<file path="src/rtl/press_event_if.sv">
// Button-event bundle: the debounced level in, registered event pulses and event count out.
// The DUT uses the slave modport; whatever drives the button level uses master.
interface press_event_if;
    logic       s_in;
    logic       press;
    logic       release_p;   // "release" is a reserved word, hence the suffix
    logic       long_press;
    logic       repeat_p;
    logic       held;
    logic [7:0] event_count;

    modport master (
        output s_in,
        input  press, release_p, long_press, repeat_p, held, event_count
    );

    modport slave (
        input  s_in,
        output press, release_p, long_press, repeat_p, held, event_count
    );
endinterface

</file>
<file path="src/rtl/press_event_gen.sv">
// Turns a debounced button level into press/release/long-press/auto-repeat pulses and an event count.
// Auto-repeat is built only when the macro PRESS_EVENT_REPEAT_EN is defined.
module press_event_gen #(
    parameter int LONG_CYCLES   = 8,
    parameter int REPEAT_CYCLES = 4,
    parameter int TW            = 8
) (
    input  logic           clk,
    input  logic           reset,
    press_event_if.slave   bus
);

    typedef enum logic [1:0] {
        ST_ARM  = 2'b00,
        ST_IDLE = 2'b01,
        ST_HELD = 2'b10,
        ST_LONG = 2'b11
    } state_t;

    localparam logic [TW-1:0] LONG_TC = TW'(LONG_CYCLES - 1);

    if (LONG_CYCLES < 2 || LONG_CYCLES > 2**TW) begin : g_bad_long
        $error("press_event_gen: LONG_CYCLES=%0d outside 2..2**TW", LONG_CYCLES);
    end
    if (REPEAT_CYCLES < 1 || REPEAT_CYCLES > 2**TW) begin : g_bad_repeat
        $error("press_event_gen: REPEAT_CYCLES=%0d outside 1..2**TW", REPEAT_CYCLES);
    end

    state_t        state_q, state_d;
    logic [TW-1:0] timer_q, timer_d;
    logic          press_q, press_d;
    logic          release_q, release_d;
    logic          long_q, long_d;
    logic          held_q, held_d;
    logic [7:0]    count_q, count_d;

`ifdef PRESS_EVENT_REPEAT_EN
    localparam logic [TW-1:0] REPEAT_TC = TW'(REPEAT_CYCLES - 1);
    logic          repeat_q, repeat_d;
`endif

    always_comb begin
        state_d   = state_q;
        timer_d   = timer_q;
        press_d   = 1'b0;
        release_d = 1'b0;
        long_d    = 1'b0;
        count_d   = count_q;
`ifdef PRESS_EVENT_REPEAT_EN
        repeat_d  = 1'b0;
`endif
        case (state_q)
            // A level still high out of reset must drop before any press can be accepted.
            ST_ARM: begin
                if (!bus.s_in) state_d = ST_IDLE;
            end
            ST_IDLE: begin
                if (bus.s_in) begin
                    press_d = 1'b1;
                    timer_d = '0;
                    count_d = count_q + 8'd1;
                    state_d = ST_HELD;
                end
            end
            ST_HELD: begin
                if (!bus.s_in) begin
                    release_d = 1'b1;
                    state_d   = ST_IDLE;
                end else if (timer_q == LONG_TC) begin
                    long_d  = 1'b1;
                    timer_d = '0;
                    state_d = ST_LONG;
                end else begin
                    timer_d = timer_q + 1'b1;
                end
            end
            ST_LONG: begin
                if (!bus.s_in) begin
                    release_d = 1'b1;
                    state_d   = ST_IDLE;
                end else begin
`ifdef PRESS_EVENT_REPEAT_EN
                    if (timer_q == REPEAT_TC) begin
                        repeat_d = 1'b1;
                        timer_d  = '0;
                        count_d  = count_q + 8'd1;
                    end else begin
                        timer_d = timer_q + 1'b1;
                    end
`endif
                end
            end
            default: state_d = ST_ARM;
        endcase
        // Stays up through the release pulse so consumers see held and release together.
        held_d = (state_d == ST_HELD) || (state_d == ST_LONG) || release_d;
    end

    always_ff @(posedge clk or posedge reset) begin
        if (reset) begin
            state_q   <= ST_ARM;
            timer_q   <= '0;
            press_q   <= 1'b0;
            release_q <= 1'b0;
            long_q    <= 1'b0;
            held_q    <= 1'b0;
            count_q   <= 8'd0;
        end else begin
            state_q   <= state_d;
            timer_q   <= timer_d;
            press_q   <= press_d;
            release_q <= release_d;
            long_q    <= long_d;
            held_q    <= held_d;
            count_q   <= count_d;
        end
    end

`ifdef PRESS_EVENT_REPEAT_EN
    always_ff @(posedge clk or posedge reset) begin
        if (reset) repeat_q <= 1'b0;
        else       repeat_q <= repeat_d;
    end
    assign bus.repeat_p = repeat_q;
`else
    assign bus.repeat_p = 1'b0;
`endif

    assign bus.press       = press_q;
    assign bus.release_p   = release_q;
    assign bus.long_press  = long_q;
    assign bus.held        = held_q;
    assign bus.event_count = count_q;

endmodule
</file>
<file path="src/flat_wrapper.sv">
// flat-port wrapper written by rule: the top's interface ports become plain ports
module press_event_gen_flat 
#(
    parameter int LONG_CYCLES   = 8,
    parameter int REPEAT_CYCLES = 4,
    parameter int TW            = 8
)
  (clk, reset, bus_s_in, bus_press, bus_release_p, bus_long_press, bus_repeat_p, bus_held, bus_event_count);
  press_event_if bus_i ();
  input  logic clk;
  input  logic reset;
  input wire logic [$bits(bus_i.s_in)-1:0] bus_s_in;
  output wire logic [$bits(bus_i.press)-1:0] bus_press;
  output wire logic [$bits(bus_i.release_p)-1:0] bus_release_p;
  output wire logic [$bits(bus_i.long_press)-1:0] bus_long_press;
  output wire logic [$bits(bus_i.repeat_p)-1:0] bus_repeat_p;
  output wire logic [$bits(bus_i.held)-1:0] bus_held;
  output wire logic [$bits(bus_i.event_count)-1:0] bus_event_count;
  assign bus_i.s_in = bus_s_in;
  assign bus_press = bus_i.press;
  assign bus_release_p = bus_i.release_p;
  assign bus_long_press = bus_i.long_press;
  assign bus_repeat_p = bus_i.repeat_p;
  assign bus_held = bus_i.held;
  assign bus_event_count = bus_i.event_count;
  press_event_gen #(.LONG_CYCLES(LONG_CYCLES), .REPEAT_CYCLES(REPEAT_CYCLES), .TW(TW)) u_core (.clk(clk), .reset(reset), .bus(bus_i));
endmodule
</file>
<file path="config.mk">
export PLATFORM = sky130hd
export DESIGN_NAME = press_event_gen_flat
export DESIGN_NICKNAME = d
export VERILOG_FILES = /design/src/rtl/press_event_if.sv /design/src/rtl/press_event_gen.sv /design/src/flat_wrapper.sv
export SDC_FILE = /design/constraint.sdc
export NUM_CORES = 1
export LEC_CHECK = 0
export ABC_CLOCK_PERIOD_IN_PS = 4550
export BUFFER_PORTS_ARGS = -buffer_cell sky130_fd_sc_hd__buf_2
export CAP_MARGIN = 40
export CORE_UTILIZATION = 30
export DETAILED_ROUTE_END_ITERATION = 10
export PLACE_DENSITY_LB_ADDON = 0.2
export SLEW_MARGIN = 20
export SYNTH_ARGS = -nofsm -noshare
export SYNTH_HDL_FRONTEND = slang
export SYNTH_SLANG_ARGS = --single-unit
</file>
<file path="constraint.sdc">
create_clock -name clk -period 4.55 [get_ports clk]
set_clock_uncertainty 0.1 [all_clocks]
set_input_delay 0.91 -clock clk [delete_from_list [all_inputs] [get_ports clk]]
set_output_delay 0.91 -clock clk [all_outputs]
set_load 0.01 [all_outputs]
</file>
After elaboration in Yosys (flattened, before gate mapping)

Cells that the tools add are included.

Output and inout bits: 13
Bits of input ports: 3
Flip-flop bits (word level): 22
Word-level logic and storage cells: 41

Equality and inequality tests: 8
Muxes and demuxes: 16
Reduce and logical (&&, ||, !) cells: 8
Add/sub/neg operators: 2

Operators by type and width:

| kind                  | count |
|---|---|
| $mux W8               | 3 |
| $add A8 B1 Y8 const B | 2 |
| $pmux W8 S2           | 1 |
| $eq A2 B2 Y1 const B  | 4 |
| $eq A8 B3 Y1 const B  | 1 |
| $mux W2               | 4 |
| $mux W1               | 7 |
| $pmux W2 S3           | 1 |
| $ne A2 B2 Y1 const B  | 2 |
| $reduce_or A2 Y1      | 2 |
| $reduce_and A3 Y1     | 1 |
| $eq A2 B1 Y1 const B  | 1 |
| $logic_not A2 Y1      | 1 |
| $logic_or A1 B1 Y1    | 2 |
| $reduce_and A2 Y1     | 1 |
| $reduce_bool A2 Y1    | 1 |

Depth between registers and ports, before layout

Depth after elaboration: 7
Mapped depth: 7
Mapped depth without buffers: 7

Worst setup path after synthesis

OpenSTA, ideal clock, no wires.

Kind: input port to flip-flop
Start point: in bus_s_in
End point: reg u_core.timer_q[7]
Stages on the path: 5
Required time: 4.318 ns
Slack: 2.659 ns
Arrival time: 1.658 ns
Path through: o21ai_0 > buf_2 > nor4_1 > xnor2_1 > a21oi_1

Longest elaborated chain between the ends: 2
Elaborated cells between the ends (all ways): 3
Those cells by class: 2 x eq/ne; 1 x reduce/logical

Ends and longest elaborated chain:

| element                                | line                   | text |
|---|---|---|
| start, declared                        | flat_wrapper.sv:12     | `input wire logic [$bits(bus_i.s_in)-1:0] bus_s_in;` |
| $ne A2 B2 Y1 (no source line)          | --                     |  |
| $reduce_and A3 Y1 (no source line) (*) | --                     |  |
| end signal, assigned                   | press_event_gen.sv:110 | `timer_q <= timer_d;` |
| end, declared                          | press_event_gen.sv:30  | `logic [TW-1:0] timer_q, timer_d;` |

Every way passes the cells marked *; elsewhere a longest branch is shown, timed or not.
A chain may end at the register's enable or synchronous reset.

Worst setup path in the final report

Start point: reg u_core.state_q[0]
End point: reg u_core.timer_q[7]

Longest elaborated chain between the ends: 3
Elaborated cells between the ends (all ways): 7
Those cells by class: 4 x eq/ne; 1 x mux; 2 x reduce/logical

Ends and longest elaborated chain:

| element                                                             | line                   | text |
|---|---|---|
| start, declared                                                     | press_event_gen.sv:29  | `state_t state_q, state_d;` |
| start signal, assigned                                              | press_event_gen.sv:109 | `state_q <= state_d;` |
| $eq A2 B2 Y1 or $eq A2 B1 Y1 (tied branches)                        | press_event_gen.sv:52  | `case (state_q)` |
| $ne A2 B2 Y1 (no source line) or $reduce_bool A2 Y1 (tied branches) | --                     |  |
| $reduce_and A3 Y1 (no source line)                                  | --                     |  |

Several ways; a longest one is shown, not always the timed one.

==> results by group <==
Power and ir drop
  – VDD IR max: 0.315 mV
  – Pwr Total: 0.710 mW
  – Cell Pwr Density: 544 mW/mm2
  – Pleak: 0.629 nW

Floorplanning
  – Die height: 62.7 um
  – Full die area: 0.00393 mm2
  – Core ar.: 0.00344 mm2
  – Row count: 21
  – # IOs: 16
  – Starting Density: 0.321
  – Die width: 62.7 um

STA
  – Finish-stage setup viols: 0
  – Final slew viol count: 0
  – Setup TNS: 0 ns
  – RSZ-0062 raised after global routing: no
  – Min Clock Period, post-route: 2.18 ns
  – Final Hold Viols: 0
  – Final period util: 0.478
  – Fmax: 460 MHz

Placed design
  – GP Congestion: 0.772
  – Dpl hpwl: 1580 um
  – IO Port Bufs: 14

Setup path
  – Startpoint Class: register
  – Slowest CP cell: dfrtp_1
  – RR Endpoint: u_core.timer_q[7]$_DFFE_PP0P_
  – Critical path cell sequence: inv_1, ha_1, o21ai_0, buf_2, nor4_1, xnor2_1, a21oi_1
  – Max FO, Critical Path: 11
  – Data arrival time of the worst path: 2.22 ns
  – Largest stage delay on the critical path: 0.43 ns
  – Worst r2r src: u_core.state_q[0]$_DFF_PP0_
  – Flop2flop setup slack: 2.37 ns
  – Worst endpoint required time: 4.59 ns
  – Element type at the critical path end: register
  – Worst R2R Path Depth: 7
  – Crit Path Category: register to register
  – Crit path max-delay family: flip-flops
  – Buf/Inv on CP: 2

Synthesis
  – Async set or reset register ratio after synthesis: 1.00
  – Sequential area share after synthesis: 0.498
  – Yosys cell types: 28
  – Dominant synthesized flop cell: dfrtp_1
  – Yosys warning count: 0
  – Synth Cell Area: 0.00111 mm2
  – Post-Synthesis Cells: 116
  – Syn_area_per_cell: 9.54 um2
  – Post-synth EDFFs: 0
  – Syn_nets: 124
  – Yosys reg bits: 22

Drt
  – Routed via count: 864
  – Wire length per cell: 11.8 um
  – Iteration-0 DRC Markers: 40
  – First-pass iteration count of the detailed router: 4
  – DRC: 0
  – Total wire length: 2100 um
  – Vias/cell: 4.85
  – Post-DRT Antenna Nets: 0

Global route
  – Remaining global-route overflow: 0
  – Vias in the first global route: 791
  – Overall routing resource usage: 0.118
  – Initial antenna violation count: 0
  – Largest net degree at the start of global routing: 15
  – First-pass GRT wire length: 3620 um

CTS
  – Post-CTS setup buffers: 0
  – Clock Sinks: 22
  – Max clock buf depth: 2
  – CTS Hold Bufs: 0
  – CTS root buf: clkbuf_8
  – CTS buffer count: 3
  – CTS tree: done
  – Worst-skew pair later-pin latency: 0.27 ns
  – Htree depth: 1
  – # resized after CTS: 0
  – Clock-pin slew on the worst setup and hold paths: 0.08 ns

Cells and area
  – Ratio of cells with drive above 1 in the final layout: 0.174
  – Nets: 141
  – Fillers: 363
  – Area delta synth->final: 18.0%
  – Number of diodes: 0
  – Commonest non-fill, non-tap cells in the layout: 22 x nand2_1, 22 x dfrtp_1, 15 x buf_2, 11 x nor2_1, 7 x xnor2_1

Flow run
  – Max-cap violation count: 0

Worst hold path
  – Origin of the worst min-delay path: u_core.bus.event_count[7]$_DFFE_PP0P_
  – Hold path cells: 1
  – HP Class: register to register
  – Hold EP: u_core.bus.event_count[7]$_DFFE_PP0P_

Status
  – Status: complete, no violations
[logic make-up (layout without fill, tap and decap cells)]
family | Yosys count | in the layout | synth area share
buffers and inverters | 8 | 24 | 0.0317
adder cells (fa/ha/maj) | 5 | 5 | 0.0566
AO/OA/AOI/OAI | 16 | 16 | 0.0984
other | 1 | 1 | 0.00339
multiplexers | 2 | 2 | 0.0181
XOR/XNOR | 9 | 9 | 0.0713
AND/OR/NAND/NOR | 53 | 53 | 0.223
flip-flops | 22 | 22 | 0.498
[metrics by stage]
step | util | cell area (um2) | cells | hold WS (ns) | setup slack (ns)
final | 0.379 | 1310 | 178 | 0.362 | 2.37
after global routing | 0.379 | 1310 | 178 | 0.406 | 2.10
after CTS | 0.379 | 1310 | 178 | 0.368 | 2.37
after detailed placement | 0.358 | 1230 | 174 | 0.352 | 2.21
after global placement | 0.353 | 1210 | 172 | 0.353 | 2.17
after floorplan | - | 1110 | 116 | 0.376 | 2.66
[where the power goes]
group | leakage [nW] | internal [mW] | switching (mW)
Clock | 0.0357 | 0.118 | 0.0664
Combinational | 0.297 | 0.0979 | 0.126
Sequential | 0.296 | 0.245 | 0.0567
[state kept, by name, summed over array words and instances, names as in the netlist]
signal                  cells
u_core.bus.press            1
u_core.bus.event_count      8
u_core.bus.held             1
u_core.timer_q              8
u_core.state_q              2
u_core.bus.long_press       1
u_core.bus.release_p        1
[layer usage]
layer | GRT usage | vias to the layer above | wire length, um
met4 | 0.0436 | 0 | 23
met5 | 0 | - | 0
li1 | - | 428 | -
met1 | 0.151 | 413 | 990
met3 | 0.0383 | 4 | 92
met2 | 0.186 | 19 | 989
[cells in the mapped netlist, types with 2 or more instances]
library cell	number	area, um2
o21ai_0	3	15.0
dfrtp_1	22	551
a21oi_1	6	30.0
o21a_1	2	15.0
clkbuf_1	2	7.51
nand2_1	22	82.6
nand3_1	6	30.0
and3_1	2	12.5
nand4_1	3	18.8
nor2_1	11	41.3
ha_1	5	62.6
xor2_1	2	17.5
inv_1	4	15.0
mux2i_1	2	20.0
nor3_1	3	15.0
or4_1	3	22.5
xnor2_1	7	61.3
[how the worst max path moves through the flow]
stage	start	endpoint	slack (ns)	depth (start not counted)
final	u_core.state_q[0]$_DFF_PP0_	u_core.timer_q[7]$_DFFE_PP0P_	2.37	7
after global routing	u_core.state_q[0]$_DFF_PP0_	u_core.timer_q[7]$_DFFE_PP0P_	2.10	7
after CTS	u_core.state_q[0]$_DFF_PP0_	u_core.timer_q[7]$_DFFE_PP0P_	2.37	7
after detailed placement	bus_s_in	u_core.timer_q[7]$_DFFE_PP0P_	2.21	6
after global placement	bus_s_in	u_core.timer_q[7]$_DFFE_PP0P_	2.17	5
after floorplan	bus_s_in	u_core.timer_q[7]$_DFFE_PP0P_	2.66	5
[final cells by class]
cell class                      count  area (um2)  area share
Clock inverter                      1        30.0      0.0230
Multi-Input combinational cell     86         520       0.399
Tap cell                           46        57.6      0.0441
Sequential cell                    22         551       0.422
Inverter                            4        15.0      0.0115
Clock buffer                        3        41.3      0.0316
Timing Repair Buffer               16        90.1      0.0690
Note: power is estimated with default switching activity, not from simulation.
